[src/rtl/prog_ins_memory.sv]
// Loadable instruction memory: streaming valid/ready loader plus a
// one-cycle-latency fetch port feeding the decoder.
module prog_ins_memory #(
    parameter int unsigned WORD_SIZE  = 8,
    parameter int unsigned NUM_INS    = 16,
    parameter int unsigned INDEX_SIZE = 4
) (
    input  logic                  clk,
    input  logic                  rst,
    input  logic                  load_start,
    input  logic                  load_valid,
    input  logic                  load_last,
    input  logic [WORD_SIZE-1:0]  load_data,
    output logic                  load_ready,
    output logic                  load_done,
    output logic [INDEX_SIZE:0]   load_count,
    input  logic                  fetch_req,
    input  logic [INDEX_SIZE-1:0] prog_count,
    output logic [WORD_SIZE-1:0]  ins_val,
    output logic                  ins_valid,
    output logic                  busy
);

    localparam int unsigned CNT_W = INDEX_SIZE + 1;

    typedef enum logic [1:0] {
        IDLE  = 2'd0,
        LOAD  = 2'd1,
        READY = 2'd2
    } state_t;

    state_t                  state;
    state_t                  state_next;
    logic [INDEX_SIZE-1:0]   wr_ptr;
    logic [INDEX_SIZE-1:0]   wr_ptr_next;
    logic [CNT_W-1:0]        count_next;
    logic                    done_next;
    logic                    ready_next;
    logic                    busy_next;
    logic [WORD_SIZE-1:0]    ins_val_next;
    logic                    ins_valid_next;
    logic                    mem_we;

    logic [WORD_SIZE-1:0]    mem [NUM_INS];

    // State and registered outputs
    always_ff @(posedge clk) begin
        if (rst) begin
            state      <= IDLE;
            wr_ptr     <= '0;
            load_count <= '0;
            load_done  <= 1'b0;
            load_ready <= 1'b0;
            busy       <= 1'b0;
            ins_val    <= '0;
            ins_valid  <= 1'b0;
        end else begin
            state      <= state_next;
            wr_ptr     <= wr_ptr_next;
            load_count <= count_next;
            load_done  <= done_next;
            load_ready <= ready_next;
            busy       <= busy_next;
            ins_val    <= ins_val_next;
            ins_valid  <= ins_valid_next;
        end
    end

    // Instruction array; cleared to NOP on reset
    always_ff @(posedge clk) begin
        if (rst) begin
            for (int i = 0; i < int'(NUM_INS); i++) begin
                mem[i] <= '0;
            end
        end else if (mem_we) begin
            mem[wr_ptr] <= load_data;
        end
    end

    // Next-state, load accounting and fetch response
    always_comb begin
        state_next     = state;
        wr_ptr_next    = wr_ptr;
        count_next     = load_count;
        done_next      = 1'b0;
        ins_val_next   = ins_val;
        ins_valid_next = 1'b0;
        mem_we         = 1'b0;

        unique case (state)
            IDLE: begin
                if (load_start) begin
                    state_next  = LOAD;
                    wr_ptr_next = '0;
                    count_next  = '0;
                end
            end
            LOAD: begin
                if (load_start) begin
                    // restart: rewind pointer, keep array contents
                    wr_ptr_next = '0;
                    count_next  = '0;
                end else if (load_valid && load_ready) begin
                    mem_we      = 1'b1;
                    wr_ptr_next = wr_ptr + INDEX_SIZE'(1);
                    count_next  = (load_count < CNT_W'(NUM_INS)) ?
                                  load_count + CNT_W'(1) : load_count;
                    if (wr_ptr == INDEX_SIZE'(NUM_INS - 1) || load_last) begin
                        state_next = READY;
                        done_next  = 1'b1;
                    end
                end
            end
            READY: begin
                if (load_start) begin
                    // load wins over a same-cycle fetch
                    state_next  = LOAD;
                    wr_ptr_next = '0;
                    count_next  = '0;
                end else if (fetch_req) begin
                    ins_valid_next = 1'b1;
                    // words beyond the last load read back as NOP
                    ins_val_next   = ({1'b0, prog_count} < load_count) ?
                                     mem[prog_count] : '0;
                end
            end
            default: begin
                state_next = IDLE;
            end
        endcase

        ready_next = (state_next == LOAD);
        busy_next  = (state_next == LOAD);
    end

endmodule

[config.mk]
export PLATFORM = sky130hd
export DESIGN_NAME = prog_ins_memory
export DESIGN_NICKNAME = d
export VERILOG_FILES = /design/src/rtl/prog_ins_memory.sv
export SDC_FILE = /design/constraint.sdc
export NUM_CORES = 1
export LEC_CHECK = 0
export ABC_AREA = 0
export BUFFER_PORTS_ARGS = -buffer_cell sky130_fd_sc_hd__clkbuf_2
export CORE_ASPECT_RATIO = 1.5
export CORE_MARGIN = 4
export CORE_UTILIZATION = 60
export DETAILED_ROUTE_END_ITERATION = 6
export GPL_TIMING_DRIVEN = 0
export HOLD_SLACK_MARGIN = 0.05
export PLACE_DENSITY = 0.84
export SYNTH_ARGS = -nofsm -noshare
export SYNTH_HDL_FRONTEND = slang
export SYNTH_SLANG_ARGS = --single-unit
[constraint.sdc]
create_clock -name clk -period 2 [get_ports clk]
set_input_delay 0.1 -clock clk [delete_from_list [all_inputs] [get_ports clk]]
set_output_delay 0.1 -clock clk [all_outputs]
set_load 0.03 [all_outputs]
=== Yosys cells after proc, flatten, opt, wreduce, memory -nomap -nowiden ===
Memories as Yosys holds them, arrays and structs flattened.
Index checks and enable logic that the tools add are counted.

* Flip-flop bits (word level): 22
* RAM bits: 128
* Input port bits: 18
* Output and inout bits: 17
* Word-level logic and storage cells: 62
* Memories: 1

* Add/sub/neg operators: 2
* $lt $le $gt $ge: 2
* Equality and inequality tests: 7
* Mux-type cells: 28
* Bitwise operators: 4
* Reduce and logical (&&, ||, !) cells: 11

{| class="wikitable"
|+ Memories
! name !! depth !! width !! rd ports !! clocked after Yosys merged registers in !! wr ports !! line !! source
|-
| mem || 16 || 8 || 1 || 0 || 16 || 44 || <nowiki>logic [WORD_SIZE-1:0] mem [NUM_INS];</nowiki>
|}

{| class="wikitable"
|+ Operators by type and width
! kind !! count
|-
| $mux 5 || 4
|-
| $mux 4 || 4
|-
| $mux 8 || 2
|-
| $mux 1 || 11
|-
| $pmux 5 s2 || 1
|-
| $mux 2 || 4
|-
| $pmux 4 s2 || 1
|-
| $reduce_or 8->1 || 1
|-
| $ne 3x3->1 const B || 2
|-
| $reduce_and 3->1 || 2
|-
| $add 5x1->5 const B || 1
|-
| $lt 4x5->1 || 1
|-
| $lt 5x5->1 const B || 1
|-
| $add 4x1->4 const B || 1
|-
| $eq 2x1->1 const B || 2
|-
| $eq 4x4->1 const B || 1
|-
| $not 1->1 || 4
|-
| $pmux 2 s2 || 1
|-
| $reduce_and 4->1 || 1
|-
| $reduce_or 4->1 || 1
|-
| $reduce_or 3->1 || 1
|-
| $eq 2x2->1 const B || 1
|-
| $logic_not 2->1 || 1
|-
| $ne 2x1->1 const B || 1
|-
| other kinds (4) || 4
|}

=== Longest topological paths before layout ===
Gate-level depths: netlist of run 1.

* Word-level depth: 9
* Mapped depth: 6
* Mapped depth without buffers: 6

=== Worst setup path before layout of run 1 ===
No wires, ideal clock.

* Kind: flip-flop to flip-flop
* Start: register, netlist name busy
* End: memory mem[13][0], enable pin
* Setup time: 0.309 ns
* Data arrival time: 1.671 ns
* Required time: 1.691 ns
* Path slack: 0.020 ns
* Stages on the path, launching flop included: 6
* Buffers on the path: 0
* Period minus slack after synthesis: 1.980 ns
* Path through: dfxtp_1 > nand2_1 > nor4_2 > nand2_1 > nor2_1 > or2_2

{| class="wikitable"
|+ RTL lines
! what !! line
|-
| to (decl) || 44
|}

==> key figures, run 1 <==
STA
  – Peak Freq: approximately 500 MHz
  – Max transition margin: about 32%
  – Clk_skew: 0.00753 ns
  – Hold violation total from the final report: 0
  – Slew Limit Fails: 0
  – RSZ-0062 raised after global routing: true
  – Setup TNS: 0 ns
  – Setup violators final: 0
  – Min cycle time layout: between 1.5 and 2 ns
  – Tcrit/Tclk final: around 100%
  – Slew @ Worst Pin: a little over 1 ns

Synth
  – Main synth FF type: edfxtp_1
  – Ys async rst share: 0%
  – Most frequent cell after synthesis: and2_1
  – Netlist cell types: 41
  – Seq/Total Area, Yosys: roughly 62%
  – Register bit total from synthesis: 150
  – YS warnings: 0
  – Post-Syn Nets: just over 500
  – Post-synth top cells: and2_1 (129), edfxtp_1 (128), mux4_2 (25), nor2_1 (25), dfxtp_1 (22)
  – Top cell type's share of synthesized area: a little under three fifths
  – Avg Synthesized Cell Area: approximately 14 µm²
  – Yosys top cell by area: edfxtp_1
  – Top cells by area, synth: edfxtp_1 (56%), and2_1 (12%), mux4_2 (8.2%)
  – Synthesized cell area: about 6900 µm²
  – EDFF count, synth: around 130
  – Post-synthesis cell count: ~480

Global routing
  – Global-route wire length before repair: 25.9 mm
  – All-Layer GR Usage: between 20% and 30%
  – Vias in the first global route: around 4,500
  – GR Overflow Total: 0
  – Largest net degree at the start of global routing: 17
  – Initial antenna violation count: 0

Detailed routing
  – Routed via count: roughly 4,500
  – WL per Instance: 23.9 µm
  – Aggregate routed wire length: between 15 and 20 mm
  – Final ANT Viol Nets: 0
  – DRT Pass-1 Iters: 6
  – Starting DRC count in detailed routing: between 400 and 500
  – Via density: between 6 and 7
  – Drc violations: 0

Layout
  – Area Overhead vs Synth: 19.7%
  – Layout cell share with drive strength beyond 1: 27.2%
  – Final Net Count: between 500 and 600
  – # diodes: 0
  – Post-route cell area: between 8000 and 9000 µm²
  – Core Util, Final: around three quarters

Clock network
  – Clk slew on worst S/H paths: roughly 0.06 ns
  – Clock Path Buffers: 2
  – Root buffer cell: clkbuf_16
  – CTS tree: yes
  – CTS Buf Count: 17
  – H-tree depth: 4
  – Later-pin clock latency in the skew report: approximately 0.43 ns
  – Sink Count: 150

Floorplanning
  – Io pins: 35
  – Die width: between 90 and 100 µm
  – Core Area: roughly 11,000 µm²
  – Initial Util: ~62%
  – Die height: around 140 µm
  – Std cell rows: 47
  – Total Die Area: between 10,000 and 15,000 µm²

Setup path
  – Critical path arrival: ~2.1 ns
  – Crit-path cells: clkbuf_4 -> nand2b_4 -> nor4_4 -> buf_4 -> nand2_2 -> nor3_4 -> or2_4
  – R2R Setup Slk: between 0.009 and 0.01 ns
  – WS Path Type: reg -> reg
  – Crit path largest cell delay: approximately 0.3 ns
  – WP data required: ~2.1 ns
  – Crit path max fanout: 9
  – CP Capture Type: register
  – Slowest cell on the critical path: dfxtp_1
  – Startpoint types: register

Power and ir drop
  – Worst VDD drop: between 0.6 and 0.7 mV
  – Power Total: roughly 7.3 mW
  – Leakage power: 3.10 nW
  – Power per cell area: around 900 nW/µm²

Flow run
  – Reported max-cap violation count: 0

Placed design
  – HPWL after detailed placement: between 10 and 15 mm
  – Routability cong.: between 0.8 and 0.9
  – Cell Area, Placed: a little over 7000 µm²
  – PortBufs: 33

Min path
  – Worst hold path class: in -> reg

Status
  – Run status: finished clean
==> registers in the layout, summed over array words and instances, names as in the netlist <==
| register | count |
|---|---|
| ins_valid | 1 |
| state | 2 |
| busy | 1 |
| load_done | 1 |
| wr_ptr | 4 |
| mem | 128 |
| ins_val | 8 |
| load_count | 5 |
==> layout by cell type (no fill, tap or decap), drive strengths merged, types with 3 or more instances in the layout <==
| cell type | count |
|---|---|
| a221oi | 3 |
| a22o | 8 |
| mux4 | 32 |
| edfxtp | 128 |
| dlygate4sd3 | 4 |
| nor2 | 25 |
| inv | 7 |
| ha | 8 |
| clkinvlp | 3 |
| a21oi | 4 |
| bufinv | 4 |
| nand2 | 18 |
| clkbuf | 70 |
| buf | 30 |
| nor3 | 6 |
| dfxtp | 22 |
| and2 | 129 |
| nand2b | 4 |
| a22oi | 17 |
| or2 | 16 |
| o21ai | 4 |
==> layout make-up <==
class	instances	area (µm²)
Buffer	25	139
Clock buffer	23	468
Clock inverter	9	153
Fill cell	612	2880
Inverter	7	26.3
Multi-Input combinational cell	296	2630
Sequential cell	150	4290
Tap cell	147	184
Timing Repair Buffer	56	348
==> final timing paths <==
path | startpoint | to | cells after the start
max reg2reg | state[0] | mem[1][3] | 7
min | load_data[7] | mem[0][7] | 2
max | state[0] | mem[1][3] | 7
min reg2reg | ins_val[2] | ins_val[2] | 1
==> report_power, final <==
group | internal [mW] | switching [mW]
clock network | 2.15 | 1.23
logic | 0.177 | 0.262
registers | 3.48 | 0.0316
==> layer usage <==
metal  vias up  part of all wire (%)  track usage, %
met3        69                   6.9            6.79
met5         -                     0               0
met4         0                   4.7            11.9
met1      2272                    35            31.9
li1       1923                     -               -
met2       261                    54            46.1
==> repair_timing <==
item	in CTS	in global routing
setup buffers	12	7
pin swaps	13	5
setup endpoints to repair	185	94
hold endpoints to repair	5	0
resized for setup	48	8
hold buffers	4	0
==> per-stage QoR <==
| stage | hold WS (ns) | setup WS [ns] | std cells |
|---|---|---|---|
| after floorplan | 0.179 | 0.0200 | 479 |
| after global placement | 0.328 | -0.331 | 659 |
| after detailed placement | 0.326 | -0.390 | 659 |
| after CTS | 0.0541 | 0.0102 | 706 |
| after global routing | 0.0742 | -0.0623 | 713 |
| final | 0.0709 | 0.00992 | 713 |
==> kinds of logic (layout without fill, tap and decap cells) <==
| logic type | after synthesis | in the layout | share of synthesized area [%] |
|---|---|---|---|
| and+or+nand+nor | 207 | 207 | 17.7 |
| adders and majority gates | 8 | 8 | 1.45 |
| xor gates and xnor gates | 2 | 2 | 0.255 |
| DFF | 150 | 150 | 62.2 |
| muxes | 33 | 33 | 11.0 |
| buffers and inverters | 33 | 120 | 2.40 |
| AOI/OAI and AO/OA | 46 | 46 | 5.00 |
==> critical path: cells and delay by family, from the launching register on <==
kind | cells | cell delay, ns
flops | 1 | 0.30
buf+inv | 2 | 0.40
simple gates | 5 | 0.98
No activity file was read; power rests on OpenSTA's default activity.
==> run 2: changes to the inputs <==
CORE_UTILIZATION = 33   (was 60)
PLACE_DENSITY = 0.54   (was 0.84)
==> run 2 against run 1 <==
Against the previous run:
- critical path depth stayed put
- via count is 9.6% lower
- clock skew hardly changed
- core utilization is 34 points lower
- cell count is 16% higher
- die area is 75% higher
- clock power is 5% lower
- hold slack worse by 0.0060 ns
- non-clock buffer count is 6 lower
- routed wire length is 0.80% lower
- flip-flop and latch count stayed put
- combinational power hardly changed
- largest cell class unchanged
==> key figures, run 2 (same netlist as run 1, synthesis figures left out) <==
Clock network
  – CTS Buf Count: 17 (unchanged)
  – Later-pin clock latency in the skew report: 0.43 ns (about the same)
  – Root buffer cell: clkbuf_16 (unchanged)
  – CTS tree: yes (unchanged)
  – Clock Path Buffers: 2 (unchanged)
  – Clk slew on worst S/H paths: 0.06 ns (about the same)
  – Sink Count: 150 (unchanged)
  – H-tree depth: 4 (unchanged)

STA
  – Tcrit/Tclk final: 95.6% (was 99.5%)
  – Setup TNS: 0 ns (unchanged)
  – Max transition margin: 37.9% (was 32.1%)
  – Hold violation total from the final report: 0 (unchanged)
  – Setup violators final: 0 (unchanged)
  – Min cycle time layout: 1.91 ns (was 1.99 ns)
  – RSZ-0062 raised after global routing: false (was true)
  – Peak Freq: 523 MHz (was 502 MHz)
  – Slew @ Worst Pin: 0.931 ns (was 1.02 ns)
  – Slew Limit Fails: 0 (unchanged)
  – WHS: 0.0649 ns (was 0.0709 ns)
  – Clk_skew: 0.00795 ns (was 0.00753 ns)

Setup path
  – WP data required: 2.13 ns (about the same)
  – RR Startpoint: state[0] (unchanged)
  – Startpoint types: register (unchanged)
  – WS Path Type: reg -> reg (unchanged)
  – Slowest cell on the critical path: dfxtp_1 (unchanged)
  – Crit path max fanout: 9 (unchanged)
  – Crit path launch: state[0] (unchanged)
  – CP Capture Type: register (unchanged)
  – Critical path arrival: 2.04 ns (was 2.12 ns)
  – Crit-path cells: buf_2 -> nand2b_2 -> nor4_4 -> buf_4 -> nand2_2 -> nor2_4 -> or2_4 (was clkbuf_4 -> nand2b_4 -> nor4_4 -> buf_4 -> nand2_2 -> nor3_4 -> or2_4)
  – Crit path largest cell delay: 0.30 ns (about the same)

Layout
  – Largest register FFs: 128 (unchanged)
  – Final Net Count: 573 (was 579)
  – Top flop regs: mem x128, ins_val x8, load_count x5 (unchanged)
  – Commonest non-fill, non-tap cell in the layout: and2_1 (unchanged)
  – Post-route cell area: 8280 µm² (was 8240 µm²)
  – Most frequent cells in the layout: and2_1 (129), edfxtp_1 (128), clkbuf_2 (34), mux4_2 (25), dfxtp_1 (21) (was and2_1 (129), edfxtp_1 (128), clkbuf_2 (34), mux4_2 (25))
  – FILL cells: 1,971 (was 612)
  – Top reg by flops: mem (unchanged)
  – # diodes: 0 (unchanged)
  – Layout cell share with drive strength beyond 1: 26.6% (was 27.2%)
  – Area Overhead vs Synth: 20.3% (was 19.7%)

Status
  – Run status: finished clean (unchanged)

Detailed routing
  – Routed via count: 4,092 (was 4,525)
  – DRT Pass-1 Iters: 4 (was 6)
  – Starting DRC count in detailed routing: 170 (was 438)
  – Aggregate routed wire length: 16.9 mm (was 17.1 mm)
  – WL per Instance: 20.6 µm (was 23.9 µm)
  – Final ANT Viol Nets: 0 (unchanged)
  – Via density: 4.97 (was 6.35)
  – Drc violations: 0 (unchanged)

Power and ir drop
  – Power per cell area: 864 nW/µm² (was 891 nW/µm²)
  – Power Total: 7.15 mW (was 7.34 mW)
  – Worst VDD drop: 0.513 mV (was 0.631 mV)
  – Leakage power: 3.03 nW (was 3.10 nW)

Floorplanning
  – Die width: 126 µm (was 95.5 µm)
  – Std cell rows: 64 (was 47)
  – Initial Util: 33.6% (was 61.9%)
  – Die height: 185 µm (was 139 µm)
  – Io pins: 35 (unchanged)
  – Core Area: 20,500 µm² (was 11,100 µm²)
  – Total Die Area: 23,300 µm² (was 13,300 µm²)

Global routing
  – GR Overflow Total: 0 (unchanged)
  – All-Layer GR Usage: 15.2% (was 27.1%)
  – Global-route wire length before repair: 26.0 mm (was 25.9 mm)
  – Initial antenna violation count: 0 (unchanged)
  – Vias in the first global route: 4,536 (was 4,503)
  – Largest net degree at the start of global routing: 17 (unchanged)

Placed design
  – Routability cong.: 0.795 (was 0.832)
  – Cell Area, Placed: 7380 µm² (was 7230 µm²)
  – HPWL after detailed placement: 12.4 mm (was 10.7 mm)
  – PortBufs: 33 (unchanged)

Flow run
  – Reported max-cap violation count: 0 (unchanged)

Min path
  – Hold_sp: load_data[7] (unchanged)
  – Worst hold path class: in -> reg (unchanged)
## run 2: changes by cell type in the layout (fill, tap and decap cells not counted), sizes merged
cell	previous run	this run
clkinvlp	3	1
bufinv	4	1
inv	7	9
clkinv	2	4
buf	30	26
dlygate4sd3	4	3
## run 2: worst paths after layout
| path | to | slack, ns | cells past startpoint |
|---|---|---|---|
| max reg2reg | mem[7][2] | 0.09 | 7 |
| min reg2reg | ins_val[1] | 0.48 | 1 |
| max | mem[7][2] | 0.09 | 7 |
| min | mem[5][7] | 0.06 | 2 |
## run 2: cell type report
| type | count | area, µm² | area share (%) |
|---|---|---|---|
| Timing Repair Buffer | 50 | 300 | 3.63 |
| Sequential cell | 150 | 4290 | 51.8 |
| Multi-Input combinational cell | 296 | 2610 | 31.5 |
| Inverter | 7 | 26.3 | 0.317 |
| Buffer | 25 | 136 | 1.65 |
| Clock inverter | 8 | 86.3 | 1.04 |
| Tap cell | 264 | 330 | 3.99 |
| Clock buffer | 24 | 504 | 6.09 |
## run 2: power by group
group	switching, mW	internal, mW
Combinational	0.264	0.174
Sequential	0.0294	3.48
Clock	1.30	1.91
## run 2: stage by stage
step	setup slack, ns	cells	utilization [%]
CTS	0.00271	819	40.1
global placement	-0.523	776	36.0
global route	0.00336	824	40.4
floorplan	0.0200	479	-
finish	0.0882	824	40.4
detailed placement	-0.544	776	36.0
## run 2: timing repair
| action | CTS | global route |
|---|---|---|
| pin swaps | 8 | 4 |
| buffers inserted | 9 | 5 |
| hold buffers | 3 | 0 |
| setup endpoints to repair | 220 | 96 |
| gates resized for setup | 42 | 10 |
| hold endpoints to repair | 3 | 0 |
## run 2: per-layer routing
layer  vias to the layer above  GRT usage (%)  share of wire, %
met1                      2073           15.6                37
li1                       1914              -                 -
met2                        79           29.5                57
met5                         -              0                 0
met3                        26           2.91               2.9
met4                         0           6.35               2.6
## run 2: critical path, delay by kind of cell (launching register included)
family	cells	cell delay [ns]
buffers and inverters	2	0.37
DFF	1	0.30
and+or+nand+nor	5	0.93
